## src/rtl/inst_fifo_sched_pkg.sv

```systemverilog
// Shared types and constants for the instruction FIFO scheduler.
// The consumer always pops fixed 8-entry blocks; groups are 1..8 entries.
package inst_fifo_sched_pkg;

    typedef enum logic {
        ST_RUN   = 1'b0,
        ST_FLUSH = 1'b1
    } state_t;

    localparam int READ_BLK     = 8;
    localparam int MAX_GROUP    = 8;
    localparam int FLUSH_CYCLES = 2;

    function automatic logic num_legal(input logic [3:0] n);
        return (n != 4'd0) && (n <= 4'(MAX_GROUP));
    endfunction

endpackage

```

## src/rtl/inst_fifo_sched_if.sv

```systemverilog
// Requester, consumer and FIFO control pins of the scheduler.
// The master side drives requests and the consumer handshake.
interface inst_fifo_sched_if #(
    parameter int CNT_W = 6
);
    logic             req0_valid;
    logic [3:0]       req0_num;
    logic             req0_ready;
    logic             req1_valid;
    logic [3:0]       req1_num;
    logic             req1_ready;
    logic             flush;
    logic             out_ready;
    logic             out_valid;
    logic             fifo_wt;
    logic [3:0]       fifo_num;
    logic             wsel;
    logic             fifo_rd;
    logic             fifo_rstn;
    logic [CNT_W-1:0] occupancy;
    logic             err_illegal;

    modport master (
        output req0_valid, req0_num, req1_valid, req1_num, flush, out_ready,
        input  req0_ready, req1_ready, out_valid, fifo_wt, fifo_num, wsel,
               fifo_rd, fifo_rstn, occupancy, err_illegal
    );

    modport slave (
        input  req0_valid, req0_num, req1_valid, req1_num, flush, out_ready,
        output req0_ready, req1_ready, out_valid, fifo_wt, fifo_num, wsel,
               fifo_rd, fifo_rstn, occupancy, err_illegal
    );
endinterface

```

## src/rtl/rr_arb2.sv

```systemverilog
// Two-way round-robin arbiter: on a tie, the requester not granted last wins.
// The last-grant pointer resets to 1 so requester 0 takes the first tie.
module rr_arb2 (
    input  logic       clk,
    input  logic       rstn,
    input  logic [1:0] req,
    output logic [1:0] gnt
);
    logic last;

    always_comb begin
        gnt = 2'b00;
        if (req[0] && (!req[1] || last)) gnt[0] = 1'b1;
        else if (req[1])                 gnt[1] = 1'b1;
    end

    always_ff @(posedge clk) begin
        if (!rstn)     last <= 1'b1;
        else if (|gnt) last <= gnt[1];
    end
endmodule

```

## src/rtl/inst_fifo_sched.sv

```systemverilog
// Control for an external multi-write / 8-read instruction FIFO: arbitrates two
// group writers, tracks a shadow occupancy and sequences flushes.
module inst_fifo_sched
    import inst_fifo_sched_pkg::*;
#(
    parameter int DEPTH = 32,
    parameter int CNT_W = 6
) (
    input logic              clk,
    input logic              rstn,
    inst_fifo_sched_if.slave bus
);
    localparam logic [CNT_W:0] DEPTH_X = (CNT_W+1)'(DEPTH);
    localparam logic [CNT_W:0] BLK_X   = (CNT_W+1)'(READ_BLK);

    state_t           state;
    logic [1:0]       fcnt;
    logic [CNT_W-1:0] occ;
    logic             err;

    logic             run, rd, legal0, legal1, take_ill;
    logic [CNT_W:0]   room, occ_nxt;
    logic [1:0]       req, gnt;

    // Flush and reset both kill any transfer in the cycle they are seen.
    assign run    = rstn && !bus.flush && (state == ST_RUN);
    assign legal0 = num_legal(bus.req0_num);
    assign legal1 = num_legal(bus.req1_num);

    assign bus.out_valid = rstn && (state == ST_RUN) && (occ >= CNT_W'(READ_BLK));
    assign rd            = bus.out_valid && bus.out_ready && !bus.flush;

    // A same-cycle pop frees its block for the write.
    assign room = DEPTH_X - {1'b0, occ} + (rd ? BLK_X : '0);

    // Illegal groups always compete so they can be consumed and flagged.
    assign req[0] = run && bus.req0_valid && (!legal0 || ((CNT_W+1)'(bus.req0_num) <= room));
    assign req[1] = run && bus.req1_valid && (!legal1 || ((CNT_W+1)'(bus.req1_num) <= room));

    rr_arb2 u_arb (
        .clk  (clk),
        .rstn (rstn),
        .req  (req),
        .gnt  (gnt)
    );

    assign bus.req0_ready  = gnt[0];
    assign bus.req1_ready  = gnt[1];
    assign bus.fifo_wt     = (gnt[0] && legal0) || (gnt[1] && legal1);
    assign bus.fifo_num    = !bus.fifo_wt ? 4'd0 : (gnt[1] ? bus.req1_num : bus.req0_num);
    assign bus.wsel        = gnt[1];
    assign bus.fifo_rd     = rd;
    assign bus.fifo_rstn   = rstn && (state == ST_RUN);
    assign bus.occupancy   = occ;
    assign bus.err_illegal = err;

    assign take_ill = (|gnt) && !bus.fifo_wt;
    assign occ_nxt  = {1'b0, occ}
                    + (bus.fifo_wt ? (CNT_W+1)'(bus.fifo_num) : '0)
                    - (rd ? BLK_X : '0);

    always_ff @(posedge clk) begin
        if (!rstn) begin
            state <= ST_FLUSH;
            fcnt  <= 2'd0;
            occ   <= '0;
            err   <= 1'b0;
        end else begin
            if (take_ill) err <= 1'b1;
            if (bus.flush) begin
                state <= ST_FLUSH;
                fcnt  <= 2'd0;
                occ   <= '0;
            end else begin
                case (state)
                    ST_FLUSH: begin
                        occ <= '0;
                        if (fcnt == 2'(FLUSH_CYCLES - 1)) begin
                            state <= ST_RUN;
                            fcnt  <= 2'd0;
                        end else begin
                            fcnt <= fcnt + 2'd1;
                        end
                    end
                    default: occ <= occ_nxt[CNT_W-1:0];
                endcase
            end
        end
    end
endmodule

```

## src/flat_wrapper.sv

```systemverilog
// flat-port wrapper written by rule: the top's interface ports become plain ports
module inst_fifo_sched_flat import inst_fifo_sched_pkg::*;
#(
    parameter int DEPTH = 32,
    parameter int CNT_W = 6
)
  (clk, rstn, bus_req0_valid, bus_req0_num, bus_req1_valid, bus_req1_num, bus_flush, bus_out_ready, bus_req0_ready, bus_req1_ready, bus_out_valid, bus_fifo_wt, bus_fifo_num, bus_wsel, bus_fifo_rd, bus_fifo_rstn, bus_occupancy, bus_err_illegal);
  inst_fifo_sched_if #(.CNT_W(CNT_W)) bus_i ();
  input logic clk;
  input logic rstn;
  input wire logic [$bits(bus_i.req0_valid)-1:0] bus_req0_valid;
  input wire logic [$bits(bus_i.req0_num)-1:0] bus_req0_num;
  input wire logic [$bits(bus_i.req1_valid)-1:0] bus_req1_valid;
  input wire logic [$bits(bus_i.req1_num)-1:0] bus_req1_num;
  input wire logic [$bits(bus_i.flush)-1:0] bus_flush;
  input wire logic [$bits(bus_i.out_ready)-1:0] bus_out_ready;
  output wire logic [$bits(bus_i.req0_ready)-1:0] bus_req0_ready;
  output wire logic [$bits(bus_i.req1_ready)-1:0] bus_req1_ready;
  output wire logic [$bits(bus_i.out_valid)-1:0] bus_out_valid;
  output wire logic [$bits(bus_i.fifo_wt)-1:0] bus_fifo_wt;
  output wire logic [$bits(bus_i.fifo_num)-1:0] bus_fifo_num;
  output wire logic [$bits(bus_i.wsel)-1:0] bus_wsel;
  output wire logic [$bits(bus_i.fifo_rd)-1:0] bus_fifo_rd;
  output wire logic [$bits(bus_i.fifo_rstn)-1:0] bus_fifo_rstn;
  output wire logic [$bits(bus_i.occupancy)-1:0] bus_occupancy;
  output wire logic [$bits(bus_i.err_illegal)-1:0] bus_err_illegal;
  assign bus_i.req0_valid = bus_req0_valid;
  assign bus_i.req0_num = bus_req0_num;
  assign bus_i.req1_valid = bus_req1_valid;
  assign bus_i.req1_num = bus_req1_num;
  assign bus_i.flush = bus_flush;
  assign bus_i.out_ready = bus_out_ready;
  assign bus_req0_ready = bus_i.req0_ready;
  assign bus_req1_ready = bus_i.req1_ready;
  assign bus_out_valid = bus_i.out_valid;
  assign bus_fifo_wt = bus_i.fifo_wt;
  assign bus_fifo_num = bus_i.fifo_num;
  assign bus_wsel = bus_i.wsel;
  assign bus_fifo_rd = bus_i.fifo_rd;
  assign bus_fifo_rstn = bus_i.fifo_rstn;
  assign bus_occupancy = bus_i.occupancy;
  assign bus_err_illegal = bus_i.err_illegal;
  inst_fifo_sched #(.DEPTH(DEPTH), .CNT_W(CNT_W)) u_core (.clk(clk), .rstn(rstn), .bus(bus_i));
endmodule
```

## config.mk

```make
export PLATFORM = sky130hd
export DESIGN_NAME = inst_fifo_sched_flat
export DESIGN_NICKNAME = d
export VERILOG_FILES = /design/src/rtl/inst_fifo_sched_pkg.sv /design/src/rtl/inst_fifo_sched_if.sv /design/src/rtl/rr_arb2.sv /design/src/rtl/inst_fifo_sched.sv /design/src/flat_wrapper.sv
export SDC_FILE = /design/constraint.sdc
export NUM_CORES = 1
export LEC_CHECK = 0
export BUFFER_PORTS_ARGS = -buffer_cell sky130_fd_sc_hd__buf_2
export CAP_MARGIN = 40
export CORE_MARGIN = 5
export CORE_UTILIZATION = 55
export DETAILED_ROUTE_END_ITERATION = 16
export MAX_ROUTING_LAYER = met4
export PLACE_DENSITY_LB_ADDON = 0.1
export SLEW_MARGIN = 20
export SYNTH_ARGS = -nofsm -noshare
export SYNTH_HDL_FRONTEND = slang
export SYNTH_SLANG_ARGS = --single-unit
```

## constraint.sdc

```tcl
create_clock -name clk -period 13.8 [get_ports clk]
set_input_delay 2.07 -clock clk [delete_from_list [all_inputs] [get_ports clk]]
set_output_delay 2.07 -clock clk [all_outputs]
set_load 0.01 [all_outputs]
```

==> flow_metrics.py, run 1 <==
metrics = {
    "grt": {
        "gr-usage-met3": 0.03270,
        "grt_use_total": 0.1948,
        "overflow": 0,
        "use_met1": 0.2068,
        "busiest_layer": "met2",
        "grt_pass1_wl_mm": 4.105,
        "first_global_vias": 1012,
        "use_met2": 0.3602,
        "grt_max_degree": 10,
        "antenna_found_initial": 0,
    },
    "timing": {
        "finalHoldViolCount": 0,
        "hold_ws_ns": 0.4446,
        "clock.fmax_mhz": 135.4,
        "setup_ws_ns": 6.413,
        "rsz0062_at_grt": "no",
        "report.final.slew_viol_count": 0,
        "fin_tns_setup_ns": 0,
        "max_slew.worst_pin.slew_ns": 0.4827,
        "maxSlewHeadroom": 0.6770,
        "finalSetupViolCount": 0,
        "fin_skew_ns": 0.0004545,
        "fin_crit_ns": 7.387,
        "finalCritPeriodShare": 0.5353,
    },
    "clock_tree": {
        "tritoncts": "done",
        "root_buffer": "clkbuf_4",
        "post_cts_buffers": 0,
        "cts_buffers": 3,
        "clock_latency_ns": 0.27,
        "path_clk_slew_ns": 0.07,
        "cts.path.max_buffers": 2,
        "cts_resized": 0,
        "cts_max_level": 1,
        "cts_hold_buffers": 0,
        "cts.sinks": 11,
    },
    "floorplan": {
        "dieArea_sq_um": 3002,
        "die_h_microns": 54.80,
        "initial_utilization": 0.5683,
        "io-pin-count": 32,
        "core-area_sq_um": 1942,
        "num_rows": 16,
        "die_width_microns": 54.80,
    },
    "yosys": {
        "synth_area_leaders": "ha_1 (22%), dfxtp_1 (20%), inv_1 (7.5%)",
        "synth_largest_area_cell": "ha_1",
        "synth-simple-area-share": 0.2052,
        "syn_area_sq_um": 1104,
        "seq_area_frac_synth": 0.1995,
        "synth_top_family_by_area": "adder cells",
        "muxShareOfSynthArea": 0.04989,
        "syn_area_per_cell_sq_um": 8.114,
        "netlist.area_leader.share": 0.2154,
        "synth-warning-count": 0,
        "synth_compound_area_frac": 0.1587,
        "synthXorXnorAreaFrac": 0.07143,
        "ys_types": 31,
        "syn-instance-count": 136,
        "synth_nets": 170,
        "yosys.area_share.adder": 0.2336,
        "synth_seq_cells": 11,
    },
    "critical_path": {
        "crit_required_ns": 11.73,
        "crit_arrival_ns": 5.32,
        "worstRegToRegCells": 19,
        "setup.worst_path.class": "in -> out",
        "crit_start": "bus_flush",
        "timing.rr.end": "u_core.bus.occupancy[5]",
        "startpoint_type": "primary input",
        "critPathMaxFanout": 9,
        "critical_path.endpoint_type": "primary output",
        "r2r_start": "u_core.state",
        "rrSetupSlack_ns": 8.90,
    },
    "run": {
        "cap_violations": 0,
    },
    "placed_design": {
        "dp.cells": 193,
        "gp_congestion": 0.8388,
        "dp_hpwl_mm": 2.213,
        "port_buffers": 31,
        "place_ws_ns": 6.404,
        "placed_area_sq_um": 1285,
    },
    "detailed_routing": {
        "drtPass1Iterations": 4,
        "antenna_left": 0,
        "drc": 0,
        "routed_via_density": 5.168,
        "drt_iter0_drc": 6,
        "avgRoutedWirePerCell_microns": 12.55,
        "routed_wirelength_mm": 2.473,
        "vias": 1018,
    },
    "pwr": {
        "p_per_area_nw_per_um2": 49.17,
        "p_leak_nw": 0.6801,
        "vdd_ir_drop_max_mv": 0.05038,
    },
    "hold_path": {
        "min_from": "u_core.fcnt[1]",
        "hold_depth": 2,
        "hold_end": "u_core.fcnt[1]",
        "hold_path.class": "reg -> reg",
    },
    "final_layout": {
        "area_growth_pct": 18.82,
        "fin_cells": 197,
        "nets": 205,
        "multi_input_area_sq_um": 793.3,
        "layout-drive-gt1-share": 0.2353,
        "fillers": 184,
        "regArea_sq_um": 220.2,
        "num_antenna_cells": 0,
        "design_area_sq_um": 1311,
    },
    "outcome": {
        "status": "finished, final reports clean",
    },
}
==> area by class of cell <==
| cell class | instances | area share |
|---|---|---|
| timing repair buffer | 31 | 0.1183 |
| tap | 27 | 0.02576 |
| sequential | 11 | 0.1679 |
| clock buffer | 4 | 0.02004 |
| multi-input combinational | 102 | 0.6050 |
| inverter | 22 | 0.06298 |
==> power breakdown <==
group	internal, mW	leakage [nW]	switching (mW)	total [mW]
combinational	0.00457	0.576	0.00533	0.00990
clock	0.0112	0.0150	0.0109	0.0221
sequential	0.0321	0.0890	0.000371	0.0324
total	0.0478	0.680	0.0166	0.0645
==> registers in the layout, indices dropped and copies added (netlist names) <==
name	flops
u_core.bus.occupancy	6
u_core.state	1
u_core.u_arb.last	1
u_core.bus.err_illegal	1
u_core.fcnt	2
==> cell usage after synthesis <==
library cell,count
a211oi_2,2
a21o_1,1
a21oi_1,8
a41o_1,1
a41oi_1,2
and2_1,2
and3_1,1
buf_4,1
dfxtp_1,11
fa_1,1
ha_1,19
inv_1,22
mux2_4,1
mux2i_1,4
nand2_1,11
nand2b_1,2
nand3_1,2
nand3b_4,1
nand4_1,2
nor2_1,13
nor2b_1,2
nor3_1,5
o2111ai_2,2
o211a_1,1
o21a_1,1
o21ai_0,4
o21bai_1,1
or2_1,3
or3_1,1
xnor2_1,5
xor2_1,4
==> routing by layer <==
metal,vias to the layer above,wire length (microns)
met1,467,1051
met4,0,25
met3,4,101
met5,-,0
li1,530,-
met2,17,1295
==> worst max-delay path: stages <==
cell and delay [ns]:
buf_2 0.10, nand2b_1 0.15, nor2_1 0.39, and3_1 0.30
ha_1 0.30, xnor2_1 0.18, ha_1 0.34, nand2_1 0.06
o21ai_0 0.21, o2111ai_2 0.23, a211oi_2 0.35, mux2_4 0.38
nor2_1 0.12, buf_2 0.14
==> stage by stage <==
step	total power [mW]	util
floorplan	0.03879	-
global placement	0.04271	0.6617
detailed placement	0.04308	0.6617
CTS	0.06556	0.6753
global route	0.06850	0.6753
finish	0.06448	0.6753
==> placed cells by master (no fill, tap or decap), drive strengths merged, types with 3 or more instances in the layout <==
cell type / n
o21ai: 4
xnor2: 5
clkbuf: 4
buf: 31
or2: 3
nand2: 11
nor3: 5
dfxtp: 11
xor2: 4
nor2: 13
mux2i: 4
inv: 22
ha: 19
a21oi: 8
==> kinds of logic after synthesis <==
group                    after synthesis
multiplexers                           5
buffers and inverters                 23
adder cells (fa/ha/maj)               20
AO/OA/AOI/OAI                         23
AND/OR/NAND/NOR                       45
flip-flops                            11
XOR/XNOR                               9
==> how the worst max path moves through the flow <==
stage	to	slack [ns]	cells after the start
floorplan	bus_fifo_num[0]	6.74	12
global placement	bus_fifo_num[1]	6.62	14
detailed placement	bus_fifo_num[0]	6.40	14
CTS	bus_fifo_num[0]	6.40	14
global route	bus_fifo_num[0]	6.15	14
finish	bus_fifo_num[0]	6.41	14
Note: power is estimated with default switching activity, not from simulation.
==> run 2, diff against run 1 <==
- ABC_AREA: default -> 1
- CORE_ASPECT_RATIO: default -> 0.5
- CORE_UTILIZATION: 55 -> 47
- clock period: 13.8 -> 6.4 ns (I/O delays scaled with it)
==> flow_metrics.py, run 2 <==
metrics = {
    "outcome": {
        "status": "finished, final reports clean",
    },
    "timing": {
        "fin_crit_ns": 4.871,
        "clock.fmax_mhz": 205.3,
        "finalSetupViolCount": 0,
        "max_slew.worst_pin.slew_ns": 0.2870,
        "maxSlewHeadroom": 0.8075,
        "fin_tns_setup_ns": 0,
        "report.final.slew_viol_count": 0,
        "finalHoldViolCount": 0,
        "finalCritPeriodShare": 0.7611,
        "fin_skew_ns": 0.004045,
        "rsz0062_at_grt": "no",
    },
    "final_layout": {
        "regArea_sq_um": 220.2,
        "fin_cells": 249,
        "post-route-util": 0.5750,
        "multi_input_area_sq_um": 824.5,
        "num_antenna_cells": 0,
        "largest_reg_flops": 6,
        "nets": 247,
        "area_growth_pct": 19.59,
        "fillers": 270,
        "final_cell_mix": "inv_1 (35), buf_2 (31), nand2_1 (29), ha_1 (19), nor2_1 (16)",
        "final_common_cell": "inv_1",
        "layout-drive-gt1-share": 0.3066,
    },
    "critical_path": {
        "crit_end": "u_core.bus.occupancy[5]",
        "setup.worst_path.class": "in -> reg",
        "timing.rr.end": "u_core.bus.occupancy[5]",
        "worstRegToRegCells": 27,
        "startpoint_type": "primary input",
        "crit_slowest_cell": "fa_1",
        "rrSetupSlack_ns": 1.68,
        "critical_path.endpoint_type": "flop",
        "critPathMaxFanout": 9,
        "crit_path_max_incr_delay_ns": 0.48,
        "crit_arrival_ns": 4.99,
        "cpMostUsedCell": "nor2_1",
        "crit_required_ns": 6.52,
        "r2r_start": "u_core.bus.occupancy[4]",
        "crit_start": "rstn",
    },
    "floorplan": {
        "num_rows": 13,
        "initial_utilization": 0.4808,
        "die_h_microns": 46.03,
        "dieArea_sq_um": 3776,
        "core-area_sq_um": 2537,
        "die_width_microns": 82.05,
        "io-pin-count": 32,
    },
    "clock_tree": {
        "cts_hold_buffers": 0,
        "cts.path.max_buffers": 2,
        "clock_latency_ns": 0.24,
        "tritoncts": "done",
        "cts.sinks": 11,
        "cts_max_level": 1,
        "post_cts_buffers": 0,
        "path_clk_slew_ns": 0.05,
        "cts_resized": 0,
        "root_buffer": "clkbuf_8",
        "cts_buffers": 3,
    },
    "pwr": {
        "vdd_ir_drop_max_mv": 0.1193,
        "p_per_area_nw_per_um2": 113.4,
        "p_leak_nw": 0.7880,
    },
    "placed_design": {
        "port_buffers": 31,
        "gp_congestion": 0.7877,
        "dp.cells": 245,
        "dp_hpwl_mm": 2.300,
    },
    "hold_path": {
        "hold_depth": 2,
        "hold_path.class": "reg -> reg",
    },
    "yosys": {
        "synthFlopType": "dfxtp_1",
        "yosysMostFrequentCell": "inv_1",
        "synth_compound_area_frac": 0.1251,
        "syn-instance-count": 178,
        "synth_seq_cells": 11,
        "synthXorXnorAreaFrac": 0.01436,
        "synth_largest_area_cell": "ha_1",
        "yosys.area_share.adder": 0.2113,
        "synth_nets": 212,
        "synthTopCellsByCount": "inv_1 (35), nand2_1 (29), ha_1 (19)",
        "async_flop_share": 0,
        "synth-simple-area-share": 0.3251,
        "synth_top_family_by_area": "simple AND/OR/NAND/NOR gates",
        "netlist.area_leader.share": 0.1949,
        "syn_area_sq_um": 1220,
        "syn_area_per_cell_sq_um": 6.853,
        "synth_area_leaders": "ha_1 (19%), dfxtp_1 (18%), inv_1 (11%)",
        "seq_area_frac_synth": 0.1805,
        "muxShareOfSynthArea": 0,
        "synth_edf_count": 0,
        "ys_types": 30,
        "synth-warning-count": 0,
    },
    "grt": {
        "overflow": 0,
        "antenna_found_initial": 0,
        "grt_max_degree": 10,
        "grt_use_total": 0.1612,
        "first_global_vias": 1013,
        "grt_pass1_wl_mm": 4.450,
    },
    "detailed_routing": {
        "antenna_left": 0,
        "routed_wirelength_mm": 2.695,
        "vias": 1131,
        "drtPass1Iterations": 4,
        "drt_iter0_drc": 22,
        "routed_via_density": 4.542,
        "drc": 0,
        "avgRoutedWirePerCell_microns": 10.82,
    },
    "run": {
        "cap_violations": 0,
    },
}
## run 2: cell count changes after synthesis, sizes merged, moves of 5 or more
cell / before / now
nor2: 13 / 26
inv: 22 / 44
nand2: 11 / 35
o21ai: 4 / 9
xnor2: 5 / 0
nand3: 2 / 10
## run 2: how the worst min path moves through the flow
stage / startpoint / to / slack [ns]
floorplan: u_core.fcnt[1] / u_core.fcnt[1] / 0.42
global placement: u_core.bus.err_illegal / u_core.bus.err_illegal / 0.44
detailed placement: u_core.bus.err_illegal / u_core.bus.err_illegal / 0.44
CTS: u_core.bus.err_illegal / u_core.bus.err_illegal / 0.44
global route: u_core.fcnt[1] / u_core.fcnt[1] / 0.47
finish: u_core.bus.err_illegal / u_core.bus.err_illegal / 0.44
## run 2: logic make-up (layout without fill, tap and decap cells)
family	Yosys count	after routing
XOR/XNOR	2	2
adder cells (fa/ha/maj)	20	20
AO/OA/AOI/OAI	24	24
AND/OR/NAND/NOR	76	76
flip-flops	11	11
buffers and inverters	45	79
## run 2: layer usage
layer,vias up,share of wire,track usage,wire (microns)
li1,623,-,-,-
met1,492,0.50,0.1981,1343
met2,14,0.46,0.2761,1236
met3,2,0.038,0.03557,103
met4,0,0.0041,0.02980,11
met5,-,0,-,0
## run 2: layout make-up
type | count | share of cell area
clock buffer | 4 | 0.03087
inverter | 44 | 0.1149
sequential | 11 | 0.1509
timing repair buffer | 31 | 0.1063
multi-input combinational | 122 | 0.5652
tap | 37 | 0.03173
## run 2: critical path: cells and delay by family
kind	cells	cell delay, ns
simple gates	10	1.12
fa+ha+maj	4	1.39
xor+xnor	1	0.28
compound gates	7	0.85
buf+inv	5	0.37
## run 2: power breakdown
| group | switching (mW) | leakage (nW) | internal [mW] | total, mW |
|---|---|---|---|---|
| combinational | 0.0156 | 0.676 | 0.0103 | 0.0258 |
| sequential | 0.000726 | 0.0890 | 0.0694 | 0.0702 |
| clock | 0.0258 | 0.0228 | 0.0437 | 0.0695 |
| total | 0.0421 | 0.788 | 0.123 | 0.166 |
## run 2: stage by stage
step	hold slack (ns)	area, sq um	power, mW	worst slack (ns)
after floorplan	0.4220	1220	0.08798	1.423
after global placement	0.4372	1414	0.09675	1.391
after detailed placement	0.4363	1414	0.09725	1.310
after CTS	0.4447	1459	0.1679	1.539
after global routing	0.4679	1459	0.1768	1.124
final	0.4444	1459	0.1655	1.529
==> run 3, diff against run 2 <==
- CORE_ASPECT_RATIO: 0.5 -> default
- CORE_UTILIZATION: 47 -> 53
- clock period: 6.4 -> 4.7 ns (I/O delays scaled with it)
==> flow_metrics.py, run 3 (synthesis results as in run 2) <==
metrics = {
    "timing": {
        "finalCritPeriodShare": 0.9207,
        "fin_skew_ns": 0.009042,
        "maxSlewHeadroom": 0.8360,
        "report.final.slew_viol_count": 0,
        "finalHoldViolCount": 0,
        "max_slew.worst_pin.slew_ns": 0.2457,
        "fin_crit_ns": 4.327,
        "finalSetupViolCount": 0,
        "setup_ws_ns": 0.3727,
        "hold_ws_ns": 0.4573,
        "clock.fmax_mhz": 231.1,
    },
    "floorplan": {
        "initial_utilization": 0.5515,
        "die_h_microns": 57.98,
        "core-area_sq_um": 2212,
        "dieArea_sq_um": 3361,
        "die_width_microns": 57.98,
        "num_rows": 17,
        "io-pin-count": 32,
    },
    "final_layout": {
        "num_antenna_cells": 0,
        "fin_cells": 242,
        "post-route-util": 0.6753,
        "final_common_cell": "inv_1",
        "nets": 249,
        "area_growth_pct": 22.46,
        "final_cell_mix": "inv_1 (34), buf_2 (31), nand2_1 (29), ha_1 (18), nor2_1 (15)",
        "largest_reg_flops": 6,
        "fillers": 229,
        "layout-drive-gt1-share": 0.3505,
    },
    "grt": {
        "grt_use_total": 0.1835,
        "antenna_found_initial": 0,
        "gr-usage-met3": 0.02227,
        "use_met2": 0.3339,
        "use_met1": 0.2019,
        "busiest_layer": "met2",
        "grt_max_degree": 10,
        "grt_pass1_wl_mm": 4.705,
        "overflow": 0,
        "first_global_vias": 1154,
    },
    "clock_tree": {
        "cts_max_level": 1,
        "cts.path.max_buffers": 2,
        "cts_hold_buffers": 0,
        "path_clk_slew_ns": 0.08,
        "cts_buffers": 3,
        "clock_latency_ns": 0.28,
        "root_buffer": "clkbuf_4",
        "tritoncts": "done",
        "cts.sinks": 11,
    },
    "pwr": {
        "p_int_mw": 0.1417,
        "pwr-share-seq": 0.479,
        "p_leak_nw": 0.7990,
        "vdd_ir_drop_max_mv": 0.1422,
        "p_per_area_nw_per_um2": 133.4,
        "clkPwrFrac": 0.339,
        "swShare": 0.2890,
        "switchingPower_mw": 0.05759,
        "p_comb_frac": 0.182,
    },
    "critical_path": {
        "critical_path.endpoint_type": "flop",
        "crit_required_ns": 4.87,
        "startpoint_type": "flop",
        "setup.worst_path.class": "reg -> reg",
        "crit_arrival_ns": 4.50,
        "critPathMaxFanout": 9,
    },
    "outcome": {
        "status": "finished, final reports clean",
    },
    "placed_design": {
        "port_buffers": 31,
        "gp_congestion": 0.8255,
        "place_ws_ns": 0.09261,
        "dp.cells": 237,
        "dp_hpwl_mm": 2.339,
    },
    "detailed_routing": {
        "drc": 0,
        "antenna_left": 0,
        "routed_wirelength_mm": 2.818,
        "avgRoutedWirePerCell_microns": 11.64,
        "drtPass1Iterations": 4,
        "routed_via_density": 4.934,
        "drt_iter0_drc": 43,
        "vias": 1194,
    },
    "hold_path": {
        "hold_path.class": "reg -> reg",
    },
    "run": {
        "cap_violations": 0,
    },
}
run 3: per-stage QoR:
step	power [mW]	area, sq um	TNS [ns]
finish	0.1993	1494	0
global route	0.2121	1494	-0.04829
CTS	0.1996	1441	0
detailed placement	0.1326	1415	0
global placement	0.1308	1415	0
floorplan	0.1199	1225	0
run 3: path summary, 6_finish.rpt:
check	startpoint	end	slack, ns	cells past startpoint
setup / recovery	u_core.bus.occupancy[5]	u_core.bus.occupancy[5]	0.37	27
hold / removal	u_core.bus.err_illegal	u_core.bus.err_illegal	0.46	2
setup reg to reg	u_core.bus.occupancy[5]	u_core.bus.occupancy[5]	0.37	27
hold reg to reg	u_core.bus.err_illegal	u_core.bus.err_illegal	0.46	2
run 3: layer usage:
| layer | routed length, microns | up-vias |
|---|---|---|
| li1 | - | 629 |
| met1 | 1215 | 532 |
| met2 | 1420 | 26 |
| met3 | 126 | 7 |
| met4 | 56 | 0 |
| met5 | 0 | - |
run 3: layout make-up:
type	count	area [sq um]	area share
multi-input cells	122	872.1	0.5838
flip-flops and latches	11	222.7	0.1491
repair buffers	33	170.2	0.1139
inverters	44	167.7	0.1122
well taps	28	35.03	0.02345
clock buffers	4	26.28	0.01759
run 3: worst max-delay path, cell delays in order, from the launching register on:
cell and delay [ns]:
dfxtp_2 0.37, inv_1 0.06, ha_1 0.19, a211oi_2 0.20
nand2_1 0.12, nor2_4 0.13, ha_4 0.23, xor2_2 0.19
ha_1 0.31, a21oi_1 0.14, o21ai_0 0.09, nand3_1 0.08
nor2_1 0.06, nor2_2 0.22, nand2_4 0.11, nand2_4 0.12
o21ai_1 0.08, nor2_2 0.10, inv_1 0.07, fa_1 0.48
inv_1 0.05, ha_1 0.29, inv_1 0.11, nor2_1 0.06
nor2_1 0.09, o21bai_1 0.08, o21ai_0 0.14, a21oi_1 0.05
run 3: what timing repair did:
action,CTS,global route
gates resized for setup,0,10
setup endpoints to repair,0,3
setup buffers,0,1
run 3: power groups by stage:
| stage | combinational (mW) | clock [mW] | sequential (mW) |
|---|---|---|---|
| 2_1_floorplan | 0.0225 | 0 | 0.0974 |
| 3_3_place_gp | 0.0334 | 0 | 0.0974 |
| 3_5_place_dp | 0.0351 | 0 | 0.0975 |
| 4_1_cts | 0.0354 | 0.0689 | 0.0953 |
| 5_1_grt | 0.0409 | 0.0757 | 0.0954 |
| 6_report | 0.0363 | 0.0676 | 0.0954 |
